==> src/rtl/ifu_fetch.sv <==
// Instruction fetch stage: sequential PC generation, imem request/response handling with
// in-order responses, a small fetch buffer feeding decode, and stall/flush handling.
module ifu_fetch #(
    parameter int unsigned     XLEN            = 32,
    parameter int unsigned     INSTR_LEN       = 32,
    parameter logic [XLEN-1:0] RESET_PC        = '0,
    parameter int unsigned     FIFO_DEPTH      = 2,
    parameter int unsigned     MAX_OUTSTANDING = 2
) (
    input  logic                 clk,
    input  logic                 rst_n,
    output logic                 imem_req_valid,
    input  logic                 imem_req_ready,
    output logic [XLEN-1:0]      imem_req_addr,
    input  logic                 imem_rsp_valid,
    input  logic [INSTR_LEN-1:0] imem_rsp_data,
    output logic [INSTR_LEN-1:0] instr,
    output logic                 instr_valid,
    output logic [XLEN-1:0]      instr_tag,
    input  logic                 pipe_stall,
    input  logic                 pipe_flush,
    input  logic [XLEN-1:0]      redirect_pc
);

    localparam int unsigned PtrW = $clog2(FIFO_DEPTH);
    localparam int unsigned OutW = $clog2(MAX_OUTSTANDING + 1);
    localparam int unsigned CrW  = $clog2(MAX_OUTSTANDING + FIFO_DEPTH + 1);

    typedef enum logic [0:0] {StBoot, StRun} state_e;

    state_e state_q, state_d;

    logic [XLEN-1:0]      fetch_pc_q, fetch_pc_d;
    logic [XLEN-1:0]      rsp_pc_q, rsp_pc_d;
    logic [OutW-1:0]      out_q, out_d;
    logic [OutW-1:0]      drop_q, drop_d;
    logic [PtrW:0]        wr_ptr_q, wr_ptr_d;
    logic [PtrW:0]        rd_ptr_q, rd_ptr_d;
    logic [INSTR_LEN-1:0] mem_data_q [FIFO_DEPTH];
    logic [XLEN-1:0]      mem_tag_q  [FIFO_DEPTH];

    logic            run;
    logic            flush_en;
    logic            req_fire;
    logic            push;
    logic            pop;
    logic [PtrW:0]   fifo_count;
    logic [OutW-1:0] live;
    logic [CrW-1:0]  credit_sum;
    logic            out_ok;
    logic            credit_ok;
    logic [XLEN-1:0] redirect_aligned;
    logic            unused_redirect_lsb;

    assign unused_redirect_lsb = ^redirect_pc[1:0];
    assign redirect_aligned    = {redirect_pc[XLEN-1:2], 2'b00};

    // Live in-flight requests each reserve a buffer slot; stale ones will be dropped.
    assign fifo_count = wr_ptr_q - rd_ptr_q;
    assign live       = out_q - drop_q;
    assign credit_sum = CrW'(live) + CrW'(fifo_count);
    assign out_ok     = out_q < OutW'(MAX_OUTSTANDING);
    assign credit_ok  = credit_sum < CrW'(FIFO_DEPTH);

    assign flush_en = run & pipe_flush;
    assign req_fire = imem_req_valid & imem_req_ready;
    assign push     = imem_rsp_valid & ~flush_en & (drop_q == '0);
    assign pop      = instr_valid & ~pipe_stall & ~pipe_flush;

    assign imem_req_addr = fetch_pc_q;
    assign instr_valid   = fifo_count != '0;
    assign instr         = mem_data_q[rd_ptr_q[PtrW-1:0]];
    assign instr_tag     = mem_tag_q[rd_ptr_q[PtrW-1:0]];

    // FSM state register.
    always_ff @(posedge clk or negedge rst_n) begin
        if (!rst_n) state_q <= StBoot;
        else        state_q <= state_d;
    end

    // FSM next state: BOOT lasts exactly one clock, RUN holds until reset.
    always_comb begin
        state_d = state_q;
        unique case (state_q)
            StBoot:  state_d = StRun;
            StRun:   state_d = StRun;
            default: state_d = StBoot;
        endcase
    end

    // FSM outputs: request only in RUN, never in a flush cycle, and only with credit.
    always_comb begin
        run            = (state_q == StRun);
        imem_req_valid = run & ~pipe_flush & out_ok & credit_ok;
    end

    // Next-state for PCs, in-flight bookkeeping and buffer pointers.
    always_comb begin
        fetch_pc_d = fetch_pc_q;
        rsp_pc_d   = rsp_pc_q;
        out_d      = out_q + OutW'(req_fire) - OutW'(imem_rsp_valid);
        drop_d     = drop_q;
        wr_ptr_d   = wr_ptr_q;
        rd_ptr_d   = rd_ptr_q;
        if (flush_en) begin
            fetch_pc_d = redirect_aligned;
            rsp_pc_d   = redirect_aligned;
            // Everything still in flight after this cycle is stale.
            drop_d     = out_q - OutW'(imem_rsp_valid);
            wr_ptr_d   = '0;
            rd_ptr_d   = '0;
        end else begin
            if (req_fire) fetch_pc_d = fetch_pc_q + XLEN'(32'd4);
            if (imem_rsp_valid && drop_q != '0) drop_d = drop_q - OutW'(1'b1);
            if (push) begin
                rsp_pc_d = rsp_pc_q + XLEN'(32'd4);
                wr_ptr_d = wr_ptr_q + (PtrW + 1)'(1'b1);
            end
            if (pop) rd_ptr_d = rd_ptr_q + (PtrW + 1)'(1'b1);
        end
    end

    // Control registers.
    always_ff @(posedge clk or negedge rst_n) begin
        if (!rst_n) begin
            fetch_pc_q <= RESET_PC;
            rsp_pc_q   <= RESET_PC;
            out_q      <= '0;
            drop_q     <= '0;
            wr_ptr_q   <= '0;
            rd_ptr_q   <= '0;
        end else begin
            fetch_pc_q <= fetch_pc_d;
            rsp_pc_q   <= rsp_pc_d;
            out_q      <= out_d;
            drop_q     <= drop_d;
            wr_ptr_q   <= wr_ptr_d;
            rd_ptr_q   <= rd_ptr_d;
        end
    end

    // Fetch buffer storage; cleared on reset so decode-facing outputs read zero.
    always_ff @(posedge clk or negedge rst_n) begin
        if (!rst_n) begin
            for (int unsigned i = 0; i < FIFO_DEPTH; i++) begin
                mem_data_q[i] <= '0;
                mem_tag_q[i]  <= '0;
            end
        end else if (push) begin
            mem_data_q[wr_ptr_q[PtrW-1:0]] <= imem_rsp_data;
            mem_tag_q[wr_ptr_q[PtrW-1:0]]  <= rsp_pc_q;
        end
    end

`ifndef SYNTHESIS
    a_no_overflow : assert property (@(posedge clk) disable iff (!rst_n)
        push |-> (fifo_count < (PtrW + 1)'(FIFO_DEPTH)));
    a_rsp_expected : assert property (@(posedge clk) disable iff (!rst_n)
        imem_rsp_valid |-> (out_q != '0));
`endif

endmodule
==> config.mk <==
export PLATFORM = sky130hd
export DESIGN_NAME = ifu_fetch
export DESIGN_NICKNAME = d
export VERILOG_FILES = /design/src/rtl/ifu_fetch.sv
export SDC_FILE = /design/constraint.sdc
export NUM_CORES = 1
export LEC_CHECK = 0
export BUFFER_PORTS_ARGS = -buffer_cell sky130_fd_sc_hd__clkbuf_2
export CORE_ASPECT_RATIO = 1.4
export CORE_MARGIN = 3
export CORE_UTILIZATION = 47
export DETAILED_ROUTE_END_ITERATION = 10
export GPL_TIMING_DRIVEN = 0
export PLACE_DENSITY = 0.66
export SLEW_MARGIN = 10
export SYNTH_ARGS = -nofsm -noshare
export SYNTH_HDL_FRONTEND = slang
export SYNTH_SLANG_ARGS = --single-unit
==> constraint.sdc <==
create_clock -name clk -period 3.6 [get_ports clk]
set_input_delay 0.54 -clock clk [delete_from_list [all_inputs] [get_ports clk]]
set_output_delay 0.54 -clock clk [all_outputs]
set_load 0.1 [all_outputs]
==> results.md, run 1 <==
* Status: finished, final reports clean
* Die Wd at 124 µm
* Final wirelength at 21.8 mm
* Number of gates resized after cts at 0
* Global route total overflow at 0
* Max-slew violations at 0
* Final Critical Period at 3.49 ns
* Async SR Flop Fraction at 100%
* Setup WS pre-CTS at 0.131 ns
* Worst Path Required at 3.95 ns
* Sequential area share after synthesis at 53.1%
* DP HPWL at 16.1 mm
* Clock buffer depth at 2
* Largest net degree at the start of global routing at 103
* Slew at the pin closest to its max-slew limit at 0.994 ns
* Initial Util at 48.3%
* Iteration-0 DRC Markers at 348
* TritonCTS Buffers at 17
* Worst path slowest cell: fa_1
* 1st-pass router iterations at 4
* Ys flop type: dfrtp_1
* Fillers at 1657
* Diode count at 0
* R2R Setup Slk at 0.11 ns
* CTS Hold Bufs at 0
* H-tree level count at 4
* Die ar. at 21100 µm²
* Die height at 171 µm
* Worst R2R End: imem_req_addr[31]
* R2R cell count at 9
* CP peak stage delay at 0.57 ns
* Via count at 6387
* CTS Sinks at 193
* Wire length per cell at 18.4 µm
* Synthesis-to-layout area growth at 19.5%
* Slew HR at 33.1%
* # IOs at 168
* Arr. time, crit path at 3.84 ns
* Max FO, Critical Path at 5
* Global-route wire length before repair at 34.7 mm
* CTS tree: built
* Yosys cell types at 38
* Max Fclk at 287 MHz
* Avg Inst Size Synth at 12.1 µm²
* Worst min path class: input pin to async pin
* Post-CTS setup buffer count at 0
* Post-Syn Instances at 750
* Reg2reg start: wr_ptr_q[0]
* Setup violations, final at 0
* Post-DRT Antenna Nets at 0
* PortBufs at 161
* Remaining DRCs at 0
* Yosys synthesis warning count at 0
* Worst Setup Path Type: register to register
* Final Worst Setup Slack at 0.113 ns
* RSZ-0062 raised after global routing: false
* Final Skew at 0.00948 ns
* DR vias/cell at 5.37
* Post-synth EDFFs at 0
* Share of cells above drive strength 1 at 41.5%
* Worst-skew pair later-pin latency at 0.43 ns
* CP Launch Type: register
* Cell Area, Synth at 9090 µm²
* CTS root buf: clkbuf_16
* Core area at 18800 µm²
* Multi-input logic area at 4050 µm²
* Finished Core Util at 57.7%
* CP delay by family, top: simple AND/OR/NAND/NOR gates
* Yosys reg bits at 193
* CP Capture Type: register
* Hold Violations, Final at 0
* Vias in the first global route at 6591
* Routability Congestion at 0.863
* Register area at 4830 µm²
* Critical path, cell by cell: inv_1 -> ha_1 -> or2_2 -> fa_1 -> nand4b_1 -> nor2_1 -> or4b_4 -> or3_1 -> a31oi_1
* CP Buf/Inv Count at 1
* NumNets Final at 1013
* Clk pin slew, worst setup/hold paths at 0.07 ns
* Tcrit/Tclk final at 96.9%
* Tot GR Track Use at 21.3%
* Rows at 59
* Max_cap viols at 0
* Initial antenna violation count at 0
worst register-to-register path: stages (launching register included):
cell and delay [ns]:
dfrtp_1 0.42, inv_1 0.08, ha_1 0.33, or2_2 0.30
fa_1 0.57, nand4b_1 0.23, nor2_1 0.40, or4b_4 0.56
or3_1 0.36, a31oi_1 0.17
kinds of logic (layout without fill, tap and decap cells):
logic type	count (synthesis)	in the layout	share of synthesized area (%)
flops	193	193	53.1
buf+inv	58	251	2.57
xor+xnor	60	60	5.78
simple gates	167	167	9.81
fa+ha+maj	9	9	1.32
compound gates	75	75	4.31
mux	186	186	23.0
other cells	2	5	0.0826
stage by stage:
stage	hold slack, ns	TNS (ns)	cell area (µm²)	std cells
2_1_floorplan	0.244	0	9110	753
3_3_place_gp	0.459	-334.93	10200	1158
3_5_place_dp	0.474	0	10300	1159
4_1_cts	0.189	0	10900	1190
5_1_grt	0.207	0	10900	1190
6_report	0.155	0	10900	1190
cells in the final DEF, fill, tap and decap left out, types with 2 or more instances in the layout:
| cell | instances |
|---|---|
| dfrtp_1 | 193 |
| mux2_2 | 184 |
| clkbuf_2 | 160 |
| a21oi_1 | 51 |
| nor2_1 | 40 |
| clkbuf_1 | 35 |
| xor2_1 | 32 |
| xnor2_1 | 28 |
| nand2_1 | 27 |
| nand4_1 | 21 |
| clkbuf_16 | 17 |
| nand3_1 | 16 |
| inv_1 | 16 |
| o21ai_0 | 13 |
| or3_1 | 10 |
| nor3_1 | 10 |
| and2_1 | 9 |
| a31oi_1 | 9 |
| ha_1 | 8 |
| and3_1 | 7 |
| nor4_1 | 5 |
| conb_1 | 5 |
| inv_6 | 5 |
| or2_2 | 4 |
| buf_4 | 4 |
| clkbuf_8 | 3 |
| clkinv_4 | 3 |
| nor2b_1 | 2 |
| and4_1 | 2 |
| buf_1 | 2 |
| nand2b_1 | 2 |
| or4_4 | 2 |
| nand4b_1 | 2 |
| or4_1 | 2 |
| mux2i_1 | 2 |
| bufinv_16 | 2 |
| clkinvlp_4 | 2 |
area by class of cell:
cell class,instances,share of cell area (%)
Tap cell,244,2.81
Buffer,42,1.60
Timing Repair Buffer,162,7.75
Multi-Input combinational cell,502,37.3
Clock inverter,12,1.34
Sequential cell,193,44.5
Inverter,16,0.553
Clock buffer,19,4.17
per-layer routing:
metal | GRT usage [%] | share of wire, % | up-vias
met5 | 0 | 0 | -
li1 | - | - | 2996
met1 | 26.3 | 41 | 3208
met3 | 4.60 | 4.4 | 26
met4 | 6.22 | 1.8 | 0
met2 | 37.5 | 52 | 157
sequential cells by signal (all words and copies together) (netlist names):
register and cells:
imem_req_addr 30, out_q 2, rd_ptr_q 2, mem_data_q 64, mem_tag_q 60, drop_q 2, run 1, wr_ptr_q 2
rsp_pc_q 30
synthesized netlist by cell type (8+ instances only):
master      n  area share (%)
dfrtp_1   193              53
mux2_2    184              23
a21oi_1    51             2.8
nor2_1     41             1.7
clkbuf_1   35             1.4
xor2_1     32             3.1
xnor2_1    28             2.7
nand2_1    27             1.1
nand4_1    21             1.4
inv_1      16            0.66
nand3_1    16            0.88
o21ai_0    13            0.72
nor3_1     11            0.61
or3_1      10            0.69
a31oi_1     9            0.62
and2_1      9            0.62
ha_1        8             1.1
worst max path at each step:
stage | startpoint | end | slack [ns] | cells past startpoint
after floorplan | wr_ptr_q[0] | out_q[1] | 0.33 | 12
after global placement | rst_n | imem_req_addr[15] | -1.75 | 1
after detailed placement | wr_ptr_q[0] | imem_req_addr[31] | 0.13 | 9
after CTS | wr_ptr_q[0] | imem_req_addr[31] | 0.12 | 9
after global routing | wr_ptr_q[0] | imem_req_addr[31] | 0.02 | 9
final | wr_ptr_q[0] | imem_req_addr[31] | 0.11 | 9
Power of run 1 is not shown: default switching activity piles up to over one toggle a cycle in this logic, so the estimate is an artifact.
==> run 2, diff against run 1 <==
--- a/config.mk
+++ b/config.mk
@@ -11,7 +11,8 @@
 export CORE_UTILIZATION = 47
 export DETAILED_ROUTE_END_ITERATION = 10
 export GPL_TIMING_DRIVEN = 0
-export PLACE_DENSITY = 0.66
+export PLACE_DENSITY_LB_ADDON = 0.15
+export SETUP_SLACK_MARGIN = 0.5
 export SLEW_MARGIN = 10
 export SYNTH_ARGS = -nofsm -noshare
 export SYNTH_HDL_FRONTEND = slang
==> run 2 against run 1 <==
  * Global-route usage decreased by 0.40 points
  * Cell area grew 1.6%
  * Non-clock buffer count increased by 8
  * Sequential share of layout area decreased by 0.72 points
  * Wire length shrank 2.6%
  * First-iteration DRC count shrank 11%
  * Highest routed layer unchanged
  * Worst hold slack improved by 0.023 ns
  * Clock skew is 0.0050 ns higher
  * Die area stayed put
==> results.md, run 2 (same netlist as run 1, synthesis figures left out) <==
* Status: finished, final reports clean
* RSZ-0062 raised after global routing: true
* Global route total overflow at 0
* Die Wd at 124 µm
* Final Worst Setup Slack at 0.458 ns
* Reg2reg start: out_q[0]
* Worst-skew pair later-pin latency at 0.43 ns
* TritonCTS Buffers at 17
* Arr. time, crit path at 3.49 ns
* CTS Sinks at 193
* Core area at 18800 µm²
* Remaining DRCs at 0
* R2R cell count at 9
* Tcrit/Tclk final at 87.3%
* Setup violations, final at 0
* CP Launch Type: register
* Iteration-0 DRC Markers at 309
* Worst min path class: input pin to async pin
* Max_cap viols at 0
* Fillers at 1653
* Worst setup startpoint: out_q[0]
* Slew HR at 33.7%
* Clock buffer depth at 2
* Wire length per cell at 17.8 µm
* DP Cell Count at 1159
* Worst R2R End: imem_req_addr[26]
* Final Skew at 0.0145 ns
* DP HPWL at 15.5 mm
* CP Capture Type: register
* CTS Hold Bufs at 0
* Multi-input logic area at 4130 µm²
* Die height at 171 µm
* Final Critical Period at 3.14 ns
* Vias in the first global route at 6662
* Final cell count without fillers at 1198
* Top reg by flops: mem_data_q
* Hold Violations, Final at 0
* Diode count at 0
* Setup WS pre-CTS at 0.351 ns
* Share of cells above drive strength 1 at 44.0%
* Slew at the pin closest to its max-slew limit at 0.986 ns
* Synthesis-to-layout area growth at 21.4%
* Biggest regs: mem_data_q: 64 flops, mem_tag_q: 60 flops
* Initial Util at 48.3%
* Rows at 59
* Max Fclk at 318 MHz
* Final wirelength at 21.3 mm
* Routability Congestion at 0.866
* Post-DRT Antenna Nets at 0
* H-tree level count at 4
* Placed Area at 10300 µm²
* PortBufs at 161
* NumNets Final at 1021
* 1st-pass router iterations at 4
* Commonest non-fill, non-tap cell in the layout: dfrtp_1
* Largest net degree at the start of global routing at 98
* Die ar. at 21100 µm²
* DR vias/cell at 5.33
* Register area at 4830 µm²
* Worst Path Required at 3.95 ns
* R2R Setup Slk at 0.46 ns
* CTS tree: built
* Largest register FFs at 64
* Via count at 6380
* Clk pin slew, worst setup/hold paths at 0.07 ns
* Initial antenna violation count at 0
* Tot GR Track Use at 20.9%
* Worst Setup Path Type: register to register
* Commonest cells after routing, fill and taps aside: dfrtp_1 (193), mux2_2 (184), clkbuf_2 (165)
* Global-route wire length before repair at 34.3 mm
* Crit path to: imem_req_addr[26]
* # IOs at 168
* CTS root buf: clkbuf_16
* Max FO, Critical Path at 5
* Finished Cell Area at 11000 µm²
* Max-slew violations at 0
## run 2: cell count changes in the layout (fill, tap and decap cells not counted), sizes merged
cell      change
inv           -3
bufinv        +1
clkinv        -1
buf          +10
clkinvlp      +2
clkbuf        -1
## run 2: timing repair
item	in CTS	in global routing
resized for setup	10	16
pin swaps	3	4
buffers inserted	6	2
setup endpoints to repair	66	44
## run 2: worst min-delay path by stage
stage,end,startpoint
floorplan,drop_q[0],rst_n
global route,mem_data_q[28],rst_n
CTS,mem_data_q[28],rst_n
detailed placement,mem_tag_q[27],mem_tag_q[27]
global placement,mem_tag_q[27],mem_tag_q[27]
finish,mem_data_q[28],rst_n
## run 2: layout make-up
class	count	area share [%]
Multi-Input combinational cell	502	37.4
Buffer	42	1.65
Clock buffer	20	4.14
Timing Repair Buffer	170	8.31
Clock inverter	11	1.41
Sequential cell	193	43.7
Tap cell	244	2.77
Inverter	16	0.544
## run 2: critical path, cell delays in order, from the launching register on
cell and delay [ns]:
dfrtp_1 0.39, inv_2 0.09, ha_4 0.20, or2_4 0.24
fa_2 0.57, nand3b_4 0.09, or4_4 0.47, or4_4 0.46
or3_1 0.36, a31oi_1 0.17
## run 2: layer usage
layer / share of wire, % / vias up / global-route usage [%]
li1: - / 3007 / -
met4: 1.5 / 0 / 6.55
met3: 4.8 / 22 / 4.13
met5: 0 / - / 0
met2: 52 / 171 / 36.2
met1: 42 / 3180 / 26.3
## run 2: stage by stage
stage	hold WS, ns	TNS, ns	util, %
final	0.178	0	58.6
after CTS	0.227	0	58.4
after detailed placement	0.466	0	54.7
after floorplan	0.244	0	-
after global placement	0.461	-348.89	54.5
after global routing	0.247	0	58.6
Power of run 2 is left out for the same reason.
==> run 3, diff against run 2 <==
--- a/config.mk
+++ b/config.mk
@@ -11,7 +11,9 @@
 export CORE_UTILIZATION = 47
 export DETAILED_ROUTE_END_ITERATION = 10
 export GPL_TIMING_DRIVEN = 0
+export MAX_ROUTING_LAYER = met4
 export PLACE_DENSITY_LB_ADDON = 0.15
+export RECOVER_POWER = 100
 export SETUP_SLACK_MARGIN = 0.5
 export SLEW_MARGIN = 10
 export SYNTH_ARGS = -nofsm -noshare
==> constraint.sdc (replaced) <==
create_clock -name clk -period 3.5 [get_ports clk]
set_input_delay 0.525 -clock clk [delete_from_list [all_inputs] [get_ports clk]]
set_output_delay 0.525 -clock clk [all_outputs]
set_load 0.1 [all_outputs]
==> run 3 against run 2 <==
  * The flow now finishes with violations (capacitance limit, slew limit)
  * Worst hold slack improved by 0.16 ns
  * Cell count up 0.33%
  * Wire length rose by 2.3%
  * First-iteration DRC count down 7.8%
  * Utilization shrank 0.28 points
  * Critical path depth is 2 lower
  * Clock skew fell by 0.0060 ns
  * Register-to-register slack worse by 0.12 ns
  * Non-clock buffer count is 5 higher
  * Sequential share of layout area grew 0.21 points
  * Largest cell class unchanged
==> results.md, run 3 (same netlist as run 1, synthesis figures left out) <==
* Biggest regs: mem_data_q: 64 flops, mem_tag_q: 60 flops
* Final wirelength at 21.8 mm
* DP HPWL at 16.1 mm
* Max-slew violations at 61
* CP Capture Type: output pin
* Iteration-0 DRC Markers at 285
* Worst Path Required at 2.97 ns
* Final Skew at 0.00847 ns
* CTS root buf: clkbuf_16
* Clk pin slew, worst setup/hold paths at 0.07 ns
* Worst min path class: input pin to register
* Max Fclk at 315 MHz
* Global-route wire length before repair at 34.4 mm
* Rows at 59
* NumNets Final at 1026
* Vias in the first global route at 6623
* Largest net degree at the start of global routing at 73
* Max_cap viols at 1
* Worst path slowest cell: fa_1
* # IOs at 168
* Initial Util at 48.3%
* Worst hold endpoint: mem_data_q[53]
* TritonCTS Buffers at 17
* RSZ-0062 raised after global routing: true
* Global route total overflow at 0
* Reg2reg start: rd_ptr_q[0]
* Commonest cells after routing, fill and taps aside: dfrtp_1 (193), mux2_2 (181), clkbuf_2 (109)
* Via count at 6435
* Wire length per cell at 18.1 µm
* Setup violations, final at 0
* Routability Congestion at 0.869
* CTS tree: built
* Finished Cell Area at 11000 µm²
* CP Launch Type: register
* Core area at 18800 µm²
* R2R Setup Slk at 0.34 ns
* Hold Violations, Final at 0
* Worst-skew pair later-pin latency at 0.43 ns
* CP peak stage delay at 0.54 ns
* Worst hold path depth at 2
* Largest register FFs at 64
* Share of cells above drive strength 1 at 36.8%
* Remaining DRCs at 0
* Top reg by flops: mem_data_q
* Max FO, Critical Path at 3
* Worst R2R End: imem_req_addr[28]
* Tot GR Track Use at 21.8%
* Slew HR at -96.7%
* DR vias/cell at 5.35
* 1st-pass router iterations at 4
* Commonest non-fill, non-tap cell in the layout: dfrtp_1
* Clock buffer depth at 2
* Worst Hold Launch: imem_rsp_data[21]
* Fillers at 1711
* Critical path, cell by cell: ha_1 -> or2_2 -> fa_1 -> nand3b_2 -> clkbuf_1 -> nor2_1 -> buf_12
* Final Critical Period at 3.17 ns
* PortBufs at 161
* Synthesis-to-layout area growth at 20.8%
* H-tree level count at 4
* Tcrit/Tclk final at 90.7%
* Failing checks: capacitance limit, slew limit
* R2R cell count at 8
* Post-DRT Antenna Nets at 0
* Die height at 171 µm
* CTS Sinks at 193
* Placed Area at 10300 µm²
* Die Wd at 124 µm
* Initial antenna violation count at 0
* Arr. time, crit path at 2.65 ns
* Worst Setup Path Type: register to output pin
* Die ar. at 21100 µm²
* Slew at the pin closest to its max-slew limit at 2.95 ns
* Diode count at 0
* Status: finished, violations left
run 3: cell count changes in the layout (fill, tap and decap cells not counted), sizes merged:
| cell | change |
|---|---|
| clkinv | -1 |
| dlymetal6s2s | +1 |
| clkbuf | +7 |
| clkinvlp | -1 |
| buf | -1 |
| inv | -1 |
run 3: worst max-delay path, delay by kind of cell, from the launching register on:
kind | cells | cell delay (ns)
AND/OR/NAND/NOR | 3 | 0.65
flip-flops | 1 | 0.39
buffers and inverters | 2 | 0.33
adder cells (fa/ha/maj) | 2 | 0.85
run 3: routing by layer:
| metal | vias up | routed length, µm | GRT usage, % |
|---|---|---|---|
| met3 | 28 | 1020 | 4.17 |
| met1 | 3224 | 9090 | 26.1 |
| met2 | 156 | 11200 | 37.5 |
| met5 | - | 0 | - |
| met4 | 0 | 432 | 6.36 |
| li1 | 3027 | - | - |
run 3: final cells by class:
class / instances / area [µm²] / share of cell area, %
clock buffers: 22 / 464 / 4.23
repair buffers: 175 / 891 / 8.11
flip-flops and latches: 193 / 4830 / 44.0
well taps: 244 / 305 / 2.78
multi-input cells: 502 / 4120 / 37.5
inverters: 16 / 60.1 / 0.547
plain buffers: 42 / 190 / 1.73
clock inverters: 8 / 130 / 1.18
run 3: per-stage QoR:
| stage | util, % | worst slack, ns | TNS, ns | hold WS [ns] | instances |
|---|---|---|---|---|---|
| final | 58.4 | 0.325 | 0 | 0.342 | 1202 |
| after global routing | 58.4 | 0.197 | 0 | 0.324 | 1202 |
| after CTS | 58.8 | 0.394 | 0 | 0.0876 | 1199 |
| after detailed placement | 54.9 | 0.219 | 0 | 0.466 | 1160 |
| after global placement | 54.5 | -1.93 | -368.30 | 0.462 | 1158 |
| after floorplan | - | 0.426 | 0 | 0.229 | 753 |
run 3: how the worst max path moves through the flow:
stage	from	end	slack (ns)
after floorplan	wr_ptr_q[0]	out_q[1]	0.43
after global placement	rst_n	out_q[0]	-1.93
after detailed placement	wr_ptr_q[0]	imem_req_addr[27]	0.22
after CTS	rd_ptr_q[0]	imem_req_addr[28]	0.39
after global routing	rst_n	mem_tag_q[30]	0.20
final	rd_ptr_q[0]	imem_req_valid	0.33
run 3: timing repair:
item,CTS,global route
setup buffers,9,3
setup endpoints to repair,72,44
gates cloned,0,0
pin swaps,10,7
hold buffers,0,0
resized for setup,24,18
Power of run 3 is left out for the same reason.
